--- config.mk ---
export PLATFORM = sky130hd
export DESIGN_NAME = execute
export DESIGN_NICKNAME = d
export VERILOG_FILES = /design/src/rtl/execute.sv
export SDC_FILE = /design/constraint.sdc
export NUM_CORES = 1
export LEC_CHECK = 0
export ABC_AREA = 0
export CAP_MARGIN = 20
export CORE_MARGIN = 2
export CORE_UTILIZATION = 45
export CTS_CLUSTER_DIAMETER = 60
export CTS_CLUSTER_SIZE = 28
export DETAILED_ROUTE_END_ITERATION = 16
export DONT_BUFFER_PORTS = 1
export PLACE_DENSITY = 0.56
export RECOVER_POWER = 50
export REMOVE_ABC_BUFFERS = 1
export SLEW_MARGIN = 20
export SYNTH_ARGS = -nofsm -noshare
export SYNTH_HDL_FRONTEND = slang
export SYNTH_SLANG_ARGS = --single-unit
--- constraint.sdc ---
create_clock -name clk -period 12.14 [get_ports clk]
set_clock_uncertainty 0.1 [all_clocks]
set_input_delay 3.642 -clock clk [delete_from_list [all_inputs] [get_ports clk]]
set_output_delay 3.642 -clock clk [all_outputs]
set_load 0.1 [all_outputs]
--- src/rtl/execute.sv ---
// Execute stage of the RV32I five-stage pipeline.
// Registers the decoded instruction, runs the ALU, resolves branches and
// jumps, and redirects fetch with a one-cycle execute_change_pc pulse.
//
// One-hot encodings shared with decode:
//   decode_alu_type    : 0 ADD, 1 SUB, 2 SLT, 3 SLTU, 4 XOR, 5 OR, 6 AND,
//                        7 SLL, 8 SRL, 9 SRA, 10 EQ, 11 NEQ, 12 GE, 13 GEU
//                        (BLT/BLTU are issued as SLT/SLTU)
//   decode_opcode_type : 0 RTYPE, 1 ITYPE, 2 LOAD, 3 STORE, 4 BRANCH, 5 JAL,
//                        6 JALR, 7 LUI, 8 AUIPC, 9 SYSTEM, 10 FENCE
//   exception bits     : 0 instruction-address-misaligned (raised here),
//                        upper bits are passed through from upstream.
//
// Handshake: an instruction moves from decode into this stage on a rising
// edge when clk_en=1, stall=0, flush=0 and no redirect pulse is in flight.
// stall freezes every register except the redirect pulse; flush beats stall.
module execute #(
  parameter int XLEN            = 32,
  parameter int ALU_WIDTH       = 14,
  parameter int OPCODE_WIDTH    = 11,
  parameter int EXCEPTION_WIDTH = 4
) (
  input  logic                       clk,
  input  logic                       rst,
  input  logic [31:0]                decode_pc,
  input  logic [4:0]                 decode_r_rs1,
  input  logic [4:0]                 decode_r_rs2,
  input  logic [4:0]                 decode_r_rd,
  input  logic [31:0]                rs1_data,
  input  logic [31:0]                rs2_data,
  input  logic [31:0]                decode_imm,
  input  logic [2:0]                 decode_funct3,
  input  logic [ALU_WIDTH-1:0]       decode_alu_type,
  input  logic [OPCODE_WIDTH-1:0]    decode_opcode_type,
  input  logic [EXCEPTION_WIDTH-1:0] decode_exception,
  output logic [31:0]                execute_result,
  output logic [31:0]                execute_rs2_data,
  output logic [4:0]                 execute_r_rd,
  output logic [2:0]                 execute_funct3,
  output logic [31:0]                execute_pc,
  output logic [OPCODE_WIDTH-1:0]    execute_opcode_type,
  output logic [EXCEPTION_WIDTH-1:0] execute_exception,
  output logic                       execute_change_pc,
  output logic [31:0]                execute_next_pc,
  input  logic                       clk_en,
  output logic                       next_clk_en,
  input  logic                       stall,
  output logic                       next_stall,
  input  logic                       flush,
  output logic                       next_flush
);

  localparam int A_ADD = 0, A_SUB = 1, A_SLT = 2, A_SLTU = 3, A_XOR = 4;
  localparam int A_OR = 5, A_AND = 6, A_SLL = 7, A_SRL = 8, A_SRA = 9;
  localparam int A_EQ = 10, A_NEQ = 11, A_GE = 12, A_GEU = 13;

  localparam int O_RTYPE = 0, O_BRANCH = 4, O_JAL = 5, O_JALR = 6;
  localparam int O_LUI = 7, O_AUIPC = 8;

  localparam int E_MISALIGNED = 0;

  // Register addresses are only needed by the hazard unit upstream.
  logic unused_addr;
  assign unused_addr = ^{decode_r_rs1, decode_r_rs2};

  logic        is_rtype, is_branch, is_jal, is_jalr, is_lui, is_auipc;
  logic [31:0] op_a, op_b, alu_out;
  logic [4:0]  shamt;
  logic [31:0] pc_plus_imm, jalr_target, target, link, result;
  logic        take, misaligned, redirect, accept;
  logic [EXCEPTION_WIDTH-1:0] exception_in;

  assign is_rtype  = decode_opcode_type[O_RTYPE];
  assign is_branch = decode_opcode_type[O_BRANCH];
  assign is_jal    = decode_opcode_type[O_JAL];
  assign is_jalr   = decode_opcode_type[O_JALR];
  assign is_lui    = decode_opcode_type[O_LUI];
  assign is_auipc  = decode_opcode_type[O_AUIPC];

  // Operand selection: PC-relative ops use the PC, LUI adds to zero.
  always_comb begin
    op_a = rs1_data;
    if (is_auipc || is_jal || is_jalr) op_a = decode_pc;
    else if (is_lui)                   op_a = 32'd0;
    op_b = (is_rtype || is_branch) ? rs2_data : decode_imm;
  end

  assign shamt = op_b[4:0];

  // One-hot ALU; an illegal (zero or multi-hot) selector yields 0.
  always_comb begin
    alu_out = 32'd0;
    case (decode_alu_type)
      ALU_WIDTH'(1) << A_ADD:  alu_out = op_a + op_b;
      ALU_WIDTH'(1) << A_SUB:  alu_out = op_a - op_b;
      ALU_WIDTH'(1) << A_SLT:  alu_out = {31'd0, $signed(op_a) < $signed(op_b)};
      ALU_WIDTH'(1) << A_SLTU: alu_out = {31'd0, op_a < op_b};
      ALU_WIDTH'(1) << A_XOR:  alu_out = op_a ^ op_b;
      ALU_WIDTH'(1) << A_OR:   alu_out = op_a | op_b;
      ALU_WIDTH'(1) << A_AND:  alu_out = op_a & op_b;
      ALU_WIDTH'(1) << A_SLL:  alu_out = op_a << shamt;
      ALU_WIDTH'(1) << A_SRL:  alu_out = op_a >> shamt;
      ALU_WIDTH'(1) << A_SRA:  alu_out = $unsigned($signed(op_a) >>> shamt);
      ALU_WIDTH'(1) << A_EQ:   alu_out = {31'd0, op_a == op_b};
      ALU_WIDTH'(1) << A_NEQ:  alu_out = {31'd0, op_a != op_b};
      ALU_WIDTH'(1) << A_GE:   alu_out = {31'd0, $signed(op_a) >= $signed(op_b)};
      ALU_WIDTH'(1) << A_GEU:  alu_out = {31'd0, op_a >= op_b};
      default:                 alu_out = 32'd0;
    endcase
  end

  // Control-flow resolution: a misaligned target raises an exception instead
  // of redirecting fetch.
  always_comb begin
    pc_plus_imm = decode_pc + decode_imm;
    jalr_target = (rs1_data + decode_imm) & ~32'd1;
    target      = is_jalr ? jalr_target : pc_plus_imm;
    link        = decode_pc + 32'd4;
    result      = (is_jal || is_jalr) ? link : alu_out;
    take        = is_jal || is_jalr || (is_branch && alu_out[0]);
    misaligned  = take && (target[1:0] != 2'b00);
    redirect    = take && !misaligned;
    exception_in = decode_exception;
    if (misaligned) exception_in[E_MISALIGNED] = 1'b1;
  end

  // The instruction right behind a redirect is dropped.
  assign accept = clk_en && !stall && !flush && !execute_change_pc;

  assign next_stall = stall;
  assign next_flush = flush || execute_change_pc;

  // Pipeline register: flush clears, stall holds, accept loads, else bubble.
  always_ff @(posedge clk or posedge rst) begin
    if (rst) begin
      execute_result      <= '0;
      execute_rs2_data    <= '0;
      execute_r_rd        <= '0;
      execute_funct3      <= '0;
      execute_pc          <= '0;
      execute_opcode_type <= '0;
      execute_exception   <= '0;
      execute_change_pc   <= 1'b0;
      execute_next_pc     <= '0;
      next_clk_en         <= 1'b0;
    end else begin
      // The redirect pulse lasts one cycle even under stall.
      execute_change_pc <= accept && redirect;
      if (flush) begin
        next_clk_en       <= 1'b0;
        execute_exception <= '0;
      end else if (!stall) begin
        if (accept) begin
          next_clk_en         <= 1'b1;
          execute_result      <= result;
          execute_rs2_data    <= rs2_data;
          execute_r_rd        <= decode_r_rd;
          execute_funct3      <= decode_funct3;
          execute_pc          <= decode_pc;
          execute_opcode_type <= decode_opcode_type;
          execute_exception   <= exception_in;
          execute_next_pc     <= target;
        end else begin
          next_clk_en       <= 1'b0;
          execute_exception <= '0;
        end
      end
    end
  end

endmodule

---- Word-level counts from Yosys, hierarchy flattened ----
Index checks and enable logic that the tools add are counted.
word-level totals
  register bits after elaboration ......... 153
  input port bits ......................... 180
  output and inout port bits .............. 155
  logic and storage cells ................. 76
operators by class
  add/subtract/negate cells ............... 5
  $lt $le $gt $ge ......................... 4
  equal/unequal tests ..................... 17
  shifts and indexed selects .............. 3
  muxes and demuxes ....................... 13
  bitwise operators ....................... 5
  reductions and logical operators ........ 19
operators with widths
  kind                                                   number
  one-hot mux 32 bit (14 select lines)                   1
  2-to-1 mux 32 bit                                      5
  adder 32 bit                                           3
  greater-or-equal comparator 32 bit                     2
  less-than comparator 32 bit                            2
  adder 32 x 3 -> 32 bit, second input constant          1
  bitwise AND 32 bit                                     1
  equality test 32 bit                                   1
  inequality test 32 bit                                 1
  bitwise OR 32 bit                                      1
  left shift 32 x 5 -> 32 bit                            1
  >> shifter 32 x 5 -> 32 bit                            1
  >>> shifter 32 x 5 -> 32 bit                           1
  subtractor 32 bit                                      1
  bitwise XOR 32 bit                                     1
  equality test 14 x 1 -> 1 bit, second input constant   1
  equality test 14 x 10 -> 1 bit, second input constant  1
  equality test 14 x 11 -> 1 bit, second input constant  1
  equality test 14 x 12 -> 1 bit, second input constant  1
  equality test 14 x 13 -> 1 bit, second input constant  1
  equality test 14 bit, second input constant            1
  equality test 14 x 2 -> 1 bit, second input constant   1
  equality test 14 x 3 -> 1 bit, second input constant   1
  equality test 14 x 4 -> 1 bit, second input constant   1
  14 further kinds                                       34

---- Depth between registers and ports, before layout ----
Gate-level depths: netlist of run 1.
  depth in word-level cells ............... 12
  depth in mapped cells ................... 21

---- Least setup slack after synthesis of run 1 ----
No wires, ideal clock.
  kind .................................... input port to flip-flop
  start ................................... in decode_opcode_type[0]
  end ..................................... reg execute_result[31]
  library setup time ...................... 0.119 ns
  arrival time ............................ 7.997 ns
  setup slack ............................. 3.924 ns
  cell stages on the path ................. 17
  cells stage by stage .................... buf_2 > nor2_1 > buf_1 > clkbuf_1 > mux2_2 > ha_1 > buf_6 > or3_1 > or4_4 > nand2b_1 > or4_1 > o211ai_2 > o2111ai_4 > a2111oi_4 > mux2i_1 > o221ai_1 > o21a_1
between the ends
  word-level cells in the longest chain between the ends .. 5
  elaborated cells on any way between the ends .. 12
RTL lines
  element                                    line  source
  start, declared                            34    input logic [OPCODE_WIDTH-1:0] decode_opcode_type,
  logical OR 1 bit (*)                       85    op_b = (is_rtype || is_branch) ? rs2_data : decode_imm;
  2-to-1 mux 32 bit (*)                      85
  subtractor 32 bit (tied with other cells)  95    ALU_WIDTH'(1) << A_SUB: alu_out = op_a - op_b;
  one-hot mux 32 bit (14 select lines) (*)   93    case (decode_alu_type)
  2-to-1 mux 32 bit (*)                      119   result = (is_jal || is_jalr) ? link : alu_out;
  end signal, assigned                       155   execute_result <= result;
  end, declared                              36    output logic [31:0] execute_result,
Every way passes the cells marked *; elsewhere a longest branch is shown, timed or not.
A chain may end at the register's enable or synchronous reset.

==> results of run 1 <==
## state kept, by name, summed over array words and instances (netlist names)
register,flops
execute_pc,32
execute_r_rd,5
execute_funct3,3
execute_next_pc,32
execute_rs2_data,32
execute_result,32
next_clk_en,1
execute_change_pc,1
execute_exception,4
execute_opcode_type,11
## per-stage QoR
stage	std cells	setup TNS (ns)
3_5_place_dp	3200	0
3_3_place_gp	3200	0
5_1_grt	3232	0
2_1_floorplan	2565	-20.72
4_1_cts	3232	0
6_report	3232	0
## cell type report
type	count	area, sq um	share of cell area
multi-input combinational	2288	15120	0.7176
sequential	153	3829	0.1818
tap	592	740.7	0.03516
inverter	124	467.9	0.02222
clock buffer	17	425.4	0.02020
timing repair buffer	43	327.8	0.01556
clock inverter	15	157.7	0.007484
## path summary, 6_finish.rpt
kind | startpoint | to | slack [ns] | depth (start not counted)
max | rst | execute_pc[28] | 3.03 | 2
min | next_clk_en | next_clk_en | 0.89 | 2
max reg2reg | execute_change_pc | execute_result[7] | 5.53 | 10
min reg2reg | next_clk_en | next_clk_en | 0.89 | 2
max in group clk | decode_opcode_type[6] | execute_exception[0] | 3.15 | 12
min in group asynchronous | rst | execute_rs2_data[11] | 4.27 | 1
## power by group through the flow
stage                     sequential (mW)  combinational, mW  clock (mW)
after floorplan                      1.35              0.655           0
after global placement               1.38              0.891           0
after detailed placement             1.38              0.902           0
after CTS                            1.37              0.907       0.568
after global routing                 1.38               1.01       0.583
final                                1.37              0.937       0.556
## kinds of logic (layout without fill, tap and decap cells)
| family | count (synthesis) | count (layout) |
|---|---|---|
| buffers and inverters | 297 | 199 |
| AND/OR/NAND/NOR | 1004 | 1004 |
| adder cells (fa/ha/maj) | 161 | 161 |
| AO/OA/AOI/OAI | 878 | 878 |
| multiplexers | 160 | 160 |
| XOR/XNOR | 85 | 85 |
| flip-flops | 153 | 153 |
## tightest hold or removal path, cell delays in order (launching register included)
cell and delay (ns):
dfrtp_1 0.74, nand2_1 0.17, nand2_1 0.05
## placed cells by master (no fill, tap or decap), types with 23 or more instances in the layout
master | Yosys | layout
nand2_1 | 426 | 426
nor2_1 | 206 | 205
o21ai_0 | 183 | 183
a21oi_1 | 176 | 176
ha_1 | 158 | 158
dfrtp_1 | 153 | 153
inv_1 | 121 | 120
mux2i_1 | 100 | 98
nand3_1 | 73 | 71
nor3_1 | 58 | 58
mux2_2 | 58 | 58
xnor2_1 | 55 | 55
o22ai_1 | 46 | 46
o211ai_1 | 44 | 44
a31oi_1 | 43 | 43
a211oi_1 | 40 | 40
buf_4 | 3 | 40
nor2b_1 | 39 | 39
nand2b_1 | 39 | 39
a21o_1 | 38 | 38
o31ai_1 | 37 | 36
a221oi_1 | 33 | 33
xor2_1 | 30 | 30
nand4_1 | 25 | 25
a22oi_1 | 24 | 24
and3_1 | 23 | 23
## layer usage
metal  routed length, microns  track usage
met5                       28            0
met4                     5070       0.1981
met1                    39550       0.5366
met2                    40460       0.5969
met3                    10540       0.1047
==> results_dict.tcl, run 1 <==
set metrics [dict create \
    setup_violations 0 \
    area_growth_pct 5.180 \
    holdCritPathClass "flop to flop" \
    vias_per_cell 6.825 \
    power.internal_mw 1.196 \
    synth_edf_count 0 \
    synthCells 2738 \
    fin_crit_ns 9.111 \
    die-area_sq_um 46210 \
    switching_power_mw 1.669 \
    drt-initial-drc-count 2858 \
    drv_cap 4 \
    synth-simple-area-share 0.2323 \
    violations "max-capacitance violations, max-slew violations" \
    final_net_count 2968 \
    cts_setup_buffers 0 \
    cp_top_family "buffers and inverters" \
    ios 335 \
    die_w_microns 215.0 \
    grt_start_max_net_pins 108 \
    cts_resized 0 \
    yosysSeqAreaShare 0.1912 \
    yosys-mux-area-fraction 0.08484 \
    cts_root_buf "clkbuf_16" \
    fp-row-count 77 \
    max_stage_delay_ns 2.65 \
    port_buffers 0 \
    wl_per_cell_microns 29.59 \
    firstDrtPassIters 6 \
    ys.flop_type "dfrtp_1" \
    htreeDepth 4 \
    synth_fa_ha_area_frac 0.1017 \
    timing.hold.ws_ns 0.8931 \
    cts_made_buffers 17 \
    swShare 0.5826 \
    layout-drive-gt1-share 0.07083 \
    grt_pass1_vias 20440 \
    track_usage 0.4012 \
    clk_pin_slew_ns 0.07 \
    critPathKind "input port to async pin" \
    synthArstFlopShare 1.000 \
    synth.most_common_cell "nand2_1" \
    core_area_sq_um 44030 \
    grt_overflow 0 \
    max_freq_ghz 0.1098 \
    cts.sinks 153 \
    clockPowerShare 0.194 \
    clk_path_buf_depth 2 \
    fin_util 0.4784 \
    start_util 0.4549 \
    drc 0 \
    hpwl_mm 72.90 \
    dpl_cell_area_sq_um 20500 \
    avgSynthCellArea_sq_um 7.314 \
    crit_fanout 84 \
    total_power_mw 2.865 \
    synth_compound_area_frac 0.2945 \
    yosys_warnings 0 \
    slew_viol_final 218 \
    final_area_sq_um 21060 \
    gp_congestion 1.037 \
    ir_drop_mv 0.1120 \
    endpoint_kind "async pin" \
    ant_nets 0 \
    power_density_nw_per_um2 136.0 \
    synthDominantCellAreaShare 0.1912 \
    status "finished with violations" \
    yosysTopAreaCell "dfrtp_1" \
    antenna_found_initial 2 \
    path_cells "clkinvlp_2 > clkbuf_1" \
    syn_area_sq_um 20030 \
    synthDistinctLibCells 94 \
    fillers 4477 \
    rsz0062_at_grt "false" \
    critPathLaunchType "input port" \
    clock_latency_ns 0.49 \
    crit_arrival_ns 8.80 \
    die_h_microns 215.0 \
    grt_pass1_wl_mm 138.8 \
    path_buf_inv 2 \
    p_seq_frac 0.479 \
    cp.required_ns 11.83 \
    crit_slowest_cell "clkbuf_1" \
    finalWorstSetupSlack_ns 3.029 \
    vias 22060 \
    insertedDiodeCount 0 \
    postCtsHoldBufs 0 \
    max-slew-margin-rel -1.995 \
    cellLeakagePower_nw 9.044 \
    finalHoldViolCount 0 \
    cts_tree "yes" \
    worst_slew_pin_slew_ns 4.467 \
    wl_mm 95.65 \
    synthXorXnorAreaFrac 0.03717 \
    dp_slack_ns 2.863 \
    comb_power_share 0.327 \
    fin_crit_sh 0.7505 \
    synth_commonest_cells "nand2_1 (426), nor2_1 (206), o21ai_0 (183)" \
    synth.top_cells.by_area "dfrtp_1 (19%), ha_1 (9.9%), nand2_1 (8.0%), mux2i_1 (5.0%), o21ai_0 (4.6%)" \
    synth_seq_cells 153 \
    synth_top_family_by_area "compound AO/OA/AOI/OAI gates" \
]
No activity file was read; power rests on OpenSTA's default activity.
==> run 2: changes to the inputs <==
==> constraint.sdc (replaced) <==
create_clock -name clk -period 8.7 [get_ports clk]
set_clock_uncertainty 0.1 [all_clocks]
set_input_delay 2.61 -clock clk [delete_from_list [all_inputs] [get_ports clk]]
set_output_delay 2.61 -clock clk [all_outputs]
set_load 0.1 [all_outputs]
==> run 2 against run 1 <==
  * The flow still finishes with violations (max-capacitance violations, max-slew violations)
  * Count of clock-buffer cells in the layout up 1
  * Via count up 0.49%
  * Cell count up 0.34%
  * Sequential power up 39%
  * Worst hold slack worse by 0.0040 ns
  * First-iteration DRC count up 13%
  * Register-to-register slack worse by 2.5 ns
  * Core utilization up 0.20 points
  * Die area unchanged
  * Critical path depth up 12
  * Critical endpoint is now execute_exception[0]
  * Largest cell class unchanged
  * Largest power group unchanged
==> results_dict.tcl, run 2 (same netlist as run 1, synthesis figures left out) <==
set metrics [dict create \
    status "finished with violations" \
    violations "max-capacitance violations, max-slew violations" \
    cts.sinks 153 \
    area_growth_pct 5.610 \
    timing.hold.ws_ns 0.8891 \
    worst_slew_pin_slew_ns 4.254 \
    cts_root_buf "clkbuf_16" \
    track_usage 0.4087 \
    core_area_sq_um 44030 \
    total_power_mw 4.055 \
    ios 335 \
    grt_overflow 0 \
    fin_util 0.4804 \
    p_seq_frac 0.472 \
    ff2ff_setup_slack_ns 3.08 \
    finalHoldViolCount 0 \
    start_util 0.4549 \
    dpl_cell_area_sq_um 20540 \
    clk_pin_slew_ns 0.07 \
    dp_slack_ns 1.154 \
    power.internal_mw 1.725 \
    layout_commonest_cell "nand2_1" \
    htreeDepth 4 \
    die_h_microns 215.0 \
    tns_ns 0 \
    cts_resized 0 \
    hold_path_end "execute_rs2_data[19]" \
    clk_path_buf_depth 2 \
    fin_crit_ns 7.221 \
    cts_tree "yes" \
    rr_worst_depth 9 \
    fillers 4538 \
    port_buffers 0 \
    drv_cap 2 \
    max-slew-margin-rel -1.836 \
    hold_depth 2 \
    ant_nets 0 \
    crit_arrival_ns 7.50 \
    grt_start_max_net_pins 110 \
    multi_input_area_sq_um 15120 \
    ir_drop_mv 0.1598 \
    finalWorstSetupSlack_ns 1.479 \
    die_w_microns 215.0 \
    comb_power_share 0.324 \
    final_area_sq_um 21150 \
    fp-row-count 77 \
    holdCritPathClass "flop to flop" \
    swShare 0.5746 \
    placed_cells_incl_taps 3206 \
    grt_pass1_wl_mm 141.7 \
    rsz0062_at_grt "false" \
    crit_fanout 70 \
    vias_per_cell 6.835 \
    final_cell_mix "nand2_1 (426), nor2_1 (205), o21ai_0 (183)" \
    antenna_found_initial 5 \
    setup_violations 0 \
    vias 22170 \
    wl_mm 96.68 \
    layout-drive-gt1-share 0.07405 \
    grt_pass1_vias 20990 \
    hpwl_mm 74.15 \
    power_density_nw_per_um2 191.7 \
    drc 0 \
    max_freq_ghz 0.1385 \
    slew_viol_final 113 \
    die-area_sq_um 46210 \
    cts_made_buffers 17 \
    switching_power_mw 2.330 \
    gp_congestion 1.031 \
    wl_per_cell_microns 29.81 \
    cellLeakagePower_nw 9.095 \
    layout.cells.non_filler 3243 \
    clock_latency_ns 0.48 \
    clockPowerShare 0.204 \
    firstDrtPassIters 6 \
    final_net_count 2975 \
    cts_setup_buffers 0 \
    critPathKind "input port to flop" \
    cp.required_ns 8.98 \
    fin_crit_sh 0.8300 \
    postCtsHoldBufs 0 \
    holdCritStartpoint "execute_rs2_data[19]" \
    regArea_sq_um 3829 \
    reg2reg_to "execute_result[7]" \
    reg2reg_from "execute_change_pc" \
    critPathLaunchType "input port" \
    drt-initial-drc-count 3235 \
    endpoint_kind "flop" \
]
## run 2: worst max-delay path by stage
stage	startpoint	endpoint	slack, ns	cells after the start
after global placement	decode_opcode_type[6]	execute_result[31]	1.16	14
after CTS	decode_opcode_type[6]	execute_result[31]	1.65	14
after detailed placement	decode_opcode_type[6]	execute_result[31]	1.15	14
after global routing	rst	execute_result[31]	0.97	2
final	decode_opcode_type[6]	execute_exception[0]	1.48	14
after floorplan	flush	execute_result[4]	-3.60	10
## run 2: power by group through the flow
stage | logic (mW) | clock network, mW | registers [mW]
floorplan | 0.913 | 0 | 1.89
global placement | 1.25 | 0 | 1.93
detailed placement | 1.26 | 0 | 1.93
CTS | 1.27 | 0.837 | 1.92
global route | 1.42 | 0.857 | 1.93
finish | 1.31 | 0.826 | 1.91
## run 2: routing by layer
metal  global-route usage  up-vias  wire length, microns
li1                     -     9880                     -
met1               0.5457    10600                 39600
met2               0.6153     1438                 41020
met3               0.1053      248                 11030
met4               0.1912        0                  5034
met5                    0        -                     0
## run 2: cell type report
| class | count | share of cell area |
|---|---|---|
| repair buffers | 50 | 0.01763 |
| well taps | 592 | 0.03502 |
| inverters | 124 | 0.02207 |
| diodes | 4 | 0.0004733 |
| clock inverters | 14 | 0.008400 |
| flip-flops and latches | 153 | 0.1810 |
| multi-input cells | 2288 | 0.7151 |
| clock buffers | 18 | 0.02029 |
## run 2: critical path, cell delays in order
cell and delay (ns):
or3_1 0.60, buf_4 0.29, o21ai_1 0.48, ha_1 0.45, or3_1 0.41, or4_4 0.51, nor4_1 0.75, nand3_1 0.23
mux2i_1 0.20, nor2_1 0.07, nor4_1 0.29, nand4_1 0.12, buf_4 0.21, a31o_2 0.21
